File: src/rtl/verificador_tabla_pkg.sv
// Shared types and constants for the truth-table response checker.
// The MISR constants apply only when VERIFICADOR_FIRMA_EN is defined.
package verificador_tabla_pkg;

    typedef enum logic [1:0] {
        ST_IDLE  = 2'd0,
        ST_SWEEP = 2'd1,
        ST_DONE  = 2'd2
    } state_t;

    // x^16 + x^12 + x^5 + 1
    localparam logic [15:0] MISR_POLY = 16'h1021;
    localparam logic [15:0] MISR_SEED = 16'h0000;

endpackage

File: src/rtl/verificador_tabla_firma_misr.sv
// 16-bit serial-input MISR with synchronous clear and shift enable.
// Instantiated by verificador_tabla only when VERIFICADOR_FIRMA_EN is defined.
module firma_misr
    import verificador_tabla_pkg::*;
#(
    parameter logic [15:0] POLY = MISR_POLY,
    parameter logic [15:0] SEED = MISR_SEED
) (
    input  logic        clk,
    input  logic        reset,
    input  logic        clr,
    input  logic        en,
    input  logic        din,
    output logic [15:0] sig
);

    logic fb;

    assign fb = sig[15] ^ din;

    always_ff @(posedge clk or negedge reset) begin
        if (!reset) begin
            sig <= SEED;
        end else if (clr) begin
            sig <= SEED;
        end else if (en) begin
            sig <= {sig[14:0], 1'b0} ^ (fb ? POLY : 16'h0000);
        end
    end

endmodule

File: src/rtl/verificador_tabla.sv
// Sweeps all 2^K input vectors into a combinational DUT and counts f_ref/f_red mismatches.
// Define VERIFICADOR_FIRMA_EN to add the 16-bit f_ref signature output `firma`.
module verificador_tabla
    import verificador_tabla_pkg::*;
#(
    parameter int K      = 5,
    parameter int SETTLE = 2
) (
    input  logic         clk,
    input  logic         reset,
    input  logic         start,
    output logic [K-1:0] vec,
    input  logic         f_ref,
    input  logic         f_red,
    output logic         busy,
    output logic         done,
    output logic         pass,
    output logic [K:0]   err_count,
`ifdef VERIFICADOR_FIRMA_EN
    output logic [15:0]  firma,
`endif
    output logic [K-1:0] first_err
);

    localparam int SW = (SETTLE > 1) ? $clog2(SETTLE) : 1;

    state_t        state, state_n;
    logic [SW-1:0] settle_cnt;
    logic          accept;
    logic          sample;

    always_ff @(posedge clk or negedge reset) begin
        if (!reset) begin
            state <= ST_IDLE;
        end else begin
            state <= state_n;
        end
    end

    always_comb begin
        state_n = state;
        accept  = 1'b0;
        sample  = 1'b0;
        busy    = 1'b0;
        done    = 1'b0;
        case (state)
            ST_IDLE: begin
                if (start) begin
                    accept  = 1'b1;
                    state_n = ST_SWEEP;
                end
            end
            ST_SWEEP: begin
                busy = 1'b1;
                if (settle_cnt == SW'(SETTLE - 1)) begin
                    sample = 1'b1;
                    if (vec == '1) begin
                        state_n = ST_DONE;
                    end
                end
            end
            ST_DONE: begin
                done = 1'b1;
                if (start) begin
                    accept  = 1'b1;
                    state_n = ST_SWEEP;
                end
            end
            default: state_n = ST_IDLE;
        endcase
    end

    // vec wraps to 0 naturally when the last vector is sampled
    always_ff @(posedge clk or negedge reset) begin
        if (!reset) begin
            vec        <= '0;
            err_count  <= '0;
            first_err  <= '0;
            settle_cnt <= '0;
        end else if (accept) begin
            vec        <= '0;
            err_count  <= '0;
            first_err  <= '0;
            settle_cnt <= '0;
        end else if (sample) begin
            if (f_ref != f_red) begin
                err_count <= err_count + 1'b1;
                if (err_count == '0) begin
                    first_err <= vec;
                end
            end
            vec        <= vec + 1'b1;
            settle_cnt <= '0;
        end else if (state == ST_SWEEP) begin
            settle_cnt <= settle_cnt + 1'b1;
        end
    end

    assign pass = done && (err_count == '0);

`ifdef VERIFICADOR_FIRMA_EN
    firma_misr #(
        .POLY(MISR_POLY),
        .SEED(MISR_SEED)
    ) u_firma (
        .clk  (clk),
        .reset(reset),
        .clr  (accept),
        .en   (sample),
        .din  (f_ref),
        .sig  (firma)
    );
`endif

endmodule

File: config.mk
export PLATFORM = sky130hd
export DESIGN_NAME = verificador_tabla
export DESIGN_NICKNAME = d
export VERILOG_FILES = /design/src/rtl/verificador_tabla_pkg.sv /design/src/rtl/verificador_tabla_firma_misr.sv /design/src/rtl/verificador_tabla.sv
export SDC_FILE = /design/constraint.sdc
export NUM_CORES = 1
export LEC_CHECK = 0
export BUFFER_PORTS_ARGS = -buffer_cell sky130_fd_sc_hd__buf_4
export CAP_MARGIN = 30
export CORE_MARGIN = 2
export CORE_UTILIZATION = 50
export DETAILED_ROUTE_END_ITERATION = 8
export PLACE_DENSITY = 0.78
export SETUP_SLACK_MARGIN = 0.02
export SLEW_MARGIN = 20
export SYNTH_ARGS = -nofsm -noshare
export SYNTH_HDL_FRONTEND = slang
export SYNTH_HIERARCHICAL = 1
export SYNTH_SLANG_ARGS = --single-unit
File: constraint.sdc
create_clock -name clk -period 2.4 [get_ports clk]
set_input_delay 0.36 -clock clk [delete_from_list [all_inputs] [get_ports clk]]
set_output_delay 0.36 -clock clk [all_outputs]
set_load 0.1 [all_outputs]
==> out/summary.md <==
The tools report the portion of the post-synthesis area used by sequential elements as 48.8%. The setup slack of the most critical reg-to-reg path was 0.25 ns. Data on the critical path is required at its endpoint by 2.04 ns. The area growth from synthesis to layout is 26.6%. The logs give 0 for the count of maximum capacitance violations and 0.00232 mm² for the die area. During synthesis, Yosys emitted a total of 6 warnings. The library cell used most frequently in the layout, excluding fill and tap cells, is sky130_fd_sc_hd__buf_4. Setup violations remaining at the end of the flow were counted as 0. The number of vias per cell after detailed routing came out at 5.27. The type of the tightest min-delay check is in -> reg. Each instance of the synthesized netlist takes up on average 9.93 µm². TritonCTS built the clock tree. The number of placed instances, taps included is 143, and the number of buffer and inverter stages on the critical path is 2. Clock-pin slew was measured on the worst setup and hold paths at 0.10 ns. For the post-route DRC violation count, the log shows 0. The root buffer cell chosen for the clock tree is sky130_fd_sc_hd__clkbuf_4.

The worst setup path is launched from a flip-flop. The tools report the maximum level of the CTS H-tree as 1. Routability-driven placement finished with a final weighted congestion of 0.759. In this run the critical register-to-register path is captured at first_err[2]. In this run the most critical hold path is launched from start. The initial antenna violation count is 0, and the time the final worst path needs with I/O delays and setup is 2.27 ns. The proportion of layout cells with a drive suffix above 1 was 30.1%. The tools report the element type at the critical path end as an output pin. For the worst-skew pair, the clock arrives at the later sink with an insertion delay of 0.29 ns. After layout, the worst path uses 94.7% of the clock period.

The total congestion overflow after global routing was 0; the wire length per cell after detailed routing was 13.1 µm. Entering global routing, the biggest net connects 20 pins. Once the floorplan was initialized, standard cells occupied 54.6% of the core. For this run, the slowest stage of the critical path takes 0.52 ns. Cell family contributing the most delay on the critical path: simple AND/OR/NAND/NOR gates.

In this run the tool buffered the top-level ports with 23 buffer cells. The first detailed-routing pass ran for 4 iterations. After the flow finishes, the layout carries non-filler instances totaling 148. In this run, synthesis inferred 0 flip-flops with an integrated enable.

The worst hold margin is 0.279 ns, and the area of the mapped netlist is 973 µm². For hold timing, the worst endpoint is state[1]. Based on the critical path, the design can be clocked at up to 0.440 GHz.

The number of pins exceeding their max-slew limit in the final report is 0. The top cell types in the final layout, fill and taps aside, are sky130_fd_sc_hd__buf_4 (24), sky130_fd_sc_hd__nand2_1 (14), sky130_fd_sc_hd__dfrtp_1 (14), sky130_fd_sc_hd__mux2i_1 (8), sky130_fd_sc_hd__inv_1 (7). For the number of global-route vias before repair, the log shows 740. The number of setup buffers added after CTS is 0. The clock arrives with 0.00120 ns of skew. Ranked by total cell area, the synthesized netlist is headed by sky130_fd_sc_hd__dfrtp_1 (49%), sky130_fd_sc_hd__mux2i_1 (8.2%), sky130_fd_sc_hd__nand2_1 (5.4%).

Kind of critical path: reg -> out. In this run the critical register-to-register path is launched from err_count[0]. For the vias after detailed routing, the log shows 780.

The floorplan step set the die height to 48.1 µm. The die boundary width is 48.1 µm, and the headroom to the max-slew limit is 57.4%. Setup repair after global routing left no endpoint under its margin. The cell depth of the worst hold path is 2.

Row generation in the floorplan step produced 15 rows. For the maximum root-to-sink buffer count, the log shows 2. The flow ran to the end, and the final reports show no timing, DRC or antenna violations.

The signal on the critical path passes through inv_2 -> ha_1 -> or4b_4 -> nor3_4 -> buf_6. The number of clock buffers added by TritonCTS is 3. The data arrival time of the critical path is 1.91 ns. The tools report the cell count after synthesis as 98. The largest fanout on the critical path is 6, and the placeable core region is 0.00178 mm². After the last flow step, the layout net total stands at 133. The I/O pin count is 24. The total count of hold-check failures in the final report is 0. In the global route stage, overall resource usage came out at 20.3%. CTS saw 19 sinks. Cell type contributing the most total cell area after synthesis: sky130_fd_sc_hd__dfrtp_1. The register bit total from synthesis works out to 19. The detailed router finished its first iteration with 21 violations.

Share of the synthesized area in the top cell type: 48.8%. The share of the core filled with cells was 69.1%; the post-synthesis cell type count was 29. Most instantiated flip-flop cell in the synthesis netlist: sky130_fd_sc_hd__dfrtp_1.

In this run the remaining antenna-violating nets after routing total 0. The run gives 1940 µm as the total wire length. The first-pass GRT wire length is 3200 µm. The worst register-to-register path has a depth of 5. The logs give 1530 µm for the HPWL after detailed placement and 0 for the number of antenna cells inserted.

The fraction of registers with async set or reset after synthesis is 100%. The library cell contributing the largest single delay on the critical path is sky130_fd_sc_hd__dfrtp_4. When the netlist entered floorplanning its net count stood at 107. At the pin with the least slew margin, the transition time is 0.635 ns.
how the worst max path moves through the flow:
stage                       startpoint      endpoint  slack, ns  cells past startpoint
after floorplan           err_count[1]          pass      -0.07                      4
after global placement    err_count[0]  first_err[4]       0.29                      5
after detailed placement  err_count[0]  first_err[2]       0.26                      5
after CTS                 err_count[0]          pass       0.08                      5
after global routing      err_count[1]          pass       0.06                      5
final                     err_count[0]          pass       0.13                      5
Yosys cell counts (2+ instances only):
master,instances
sky130_fd_sc_hd__a21oi_1,4
sky130_fd_sc_hd__clkbuf_1,4
sky130_fd_sc_hd__dfrtp_1,19
sky130_fd_sc_hd__ha_1,4
sky130_fd_sc_hd__inv_1,9
sky130_fd_sc_hd__mux2i_1,8
sky130_fd_sc_hd__nand2_1,14
sky130_fd_sc_hd__nand2b_1,3
sky130_fd_sc_hd__nand3_1,3
sky130_fd_sc_hd__nand4b_1,2
sky130_fd_sc_hd__nor2_1,5
sky130_fd_sc_hd__nor2b_1,2
sky130_fd_sc_hd__or4_1,2
sky130_fd_sc_hd__xnor2_1,4
per-stage QoR:
step	instance area (µm²)	TNS [ns]	setup slack, ns
global route	1230	0	0.0551
detailed placement	1190	0	0.258
finish	1230	0	0.128
CTS	1230	0	0.0764
global placement	1190	0	0.286
floorplan	1000	-0.0727	-0.0727
layout make-up:
| cell class | count | area, µm² |
|---|---|---|
| Inverter | 9 | 33.8 |
| Sequential cell | 19 | 487 |
| Multi-Input combinational cell | 65 | 453 |
| Clock buffer | 4 | 26.3 |
| Timing Repair Buffer | 26 | 201 |
| Fill cell | 148 | 551 |
| Tap cell | 25 | 31.3 |
per-layer routing:
layer	GRT usage, %	vias up	share of wire [%]
li1	-	389	-
met1	27.7	357	46
met2	32.3	31	47
met3	3.70	3	5.8
met4	8.11	0	1.0
met5	0	-	0
cell families (layout without fill, tap and decap cells):
logic type / count (synthesis) / count (layout) / share of synthesized area [%]
AND/OR/NAND/NOR: 39 / 39 / 21.1
buffers and inverters: 14 / 39 / 6.17
multiplexers: 9 / 9 / 9.38
AO/OA/AOI/OAI: 9 / 9 / 5.78
XOR/XNOR: 4 / 4 / 3.60
flip-flops: 19 / 19 / 48.8
adder cells (fa/ha/maj): 4 / 4 / 5.14
timing repair:
action | CTS | global route
hold endpoints to repair | 19 | 0
hold buffers | 1 | 0
resized for setup | 0 | 1
setup endpoints to repair | 0 | 1
state kept, by name (all words and copies together) (netlist names):
signal,count
settle_cnt,1
first_err,5
vec,5
state,2
err_count,6
Power is not shown: default switching activity piles up to over one toggle a cycle in this logic, so the estimate is an artifact.
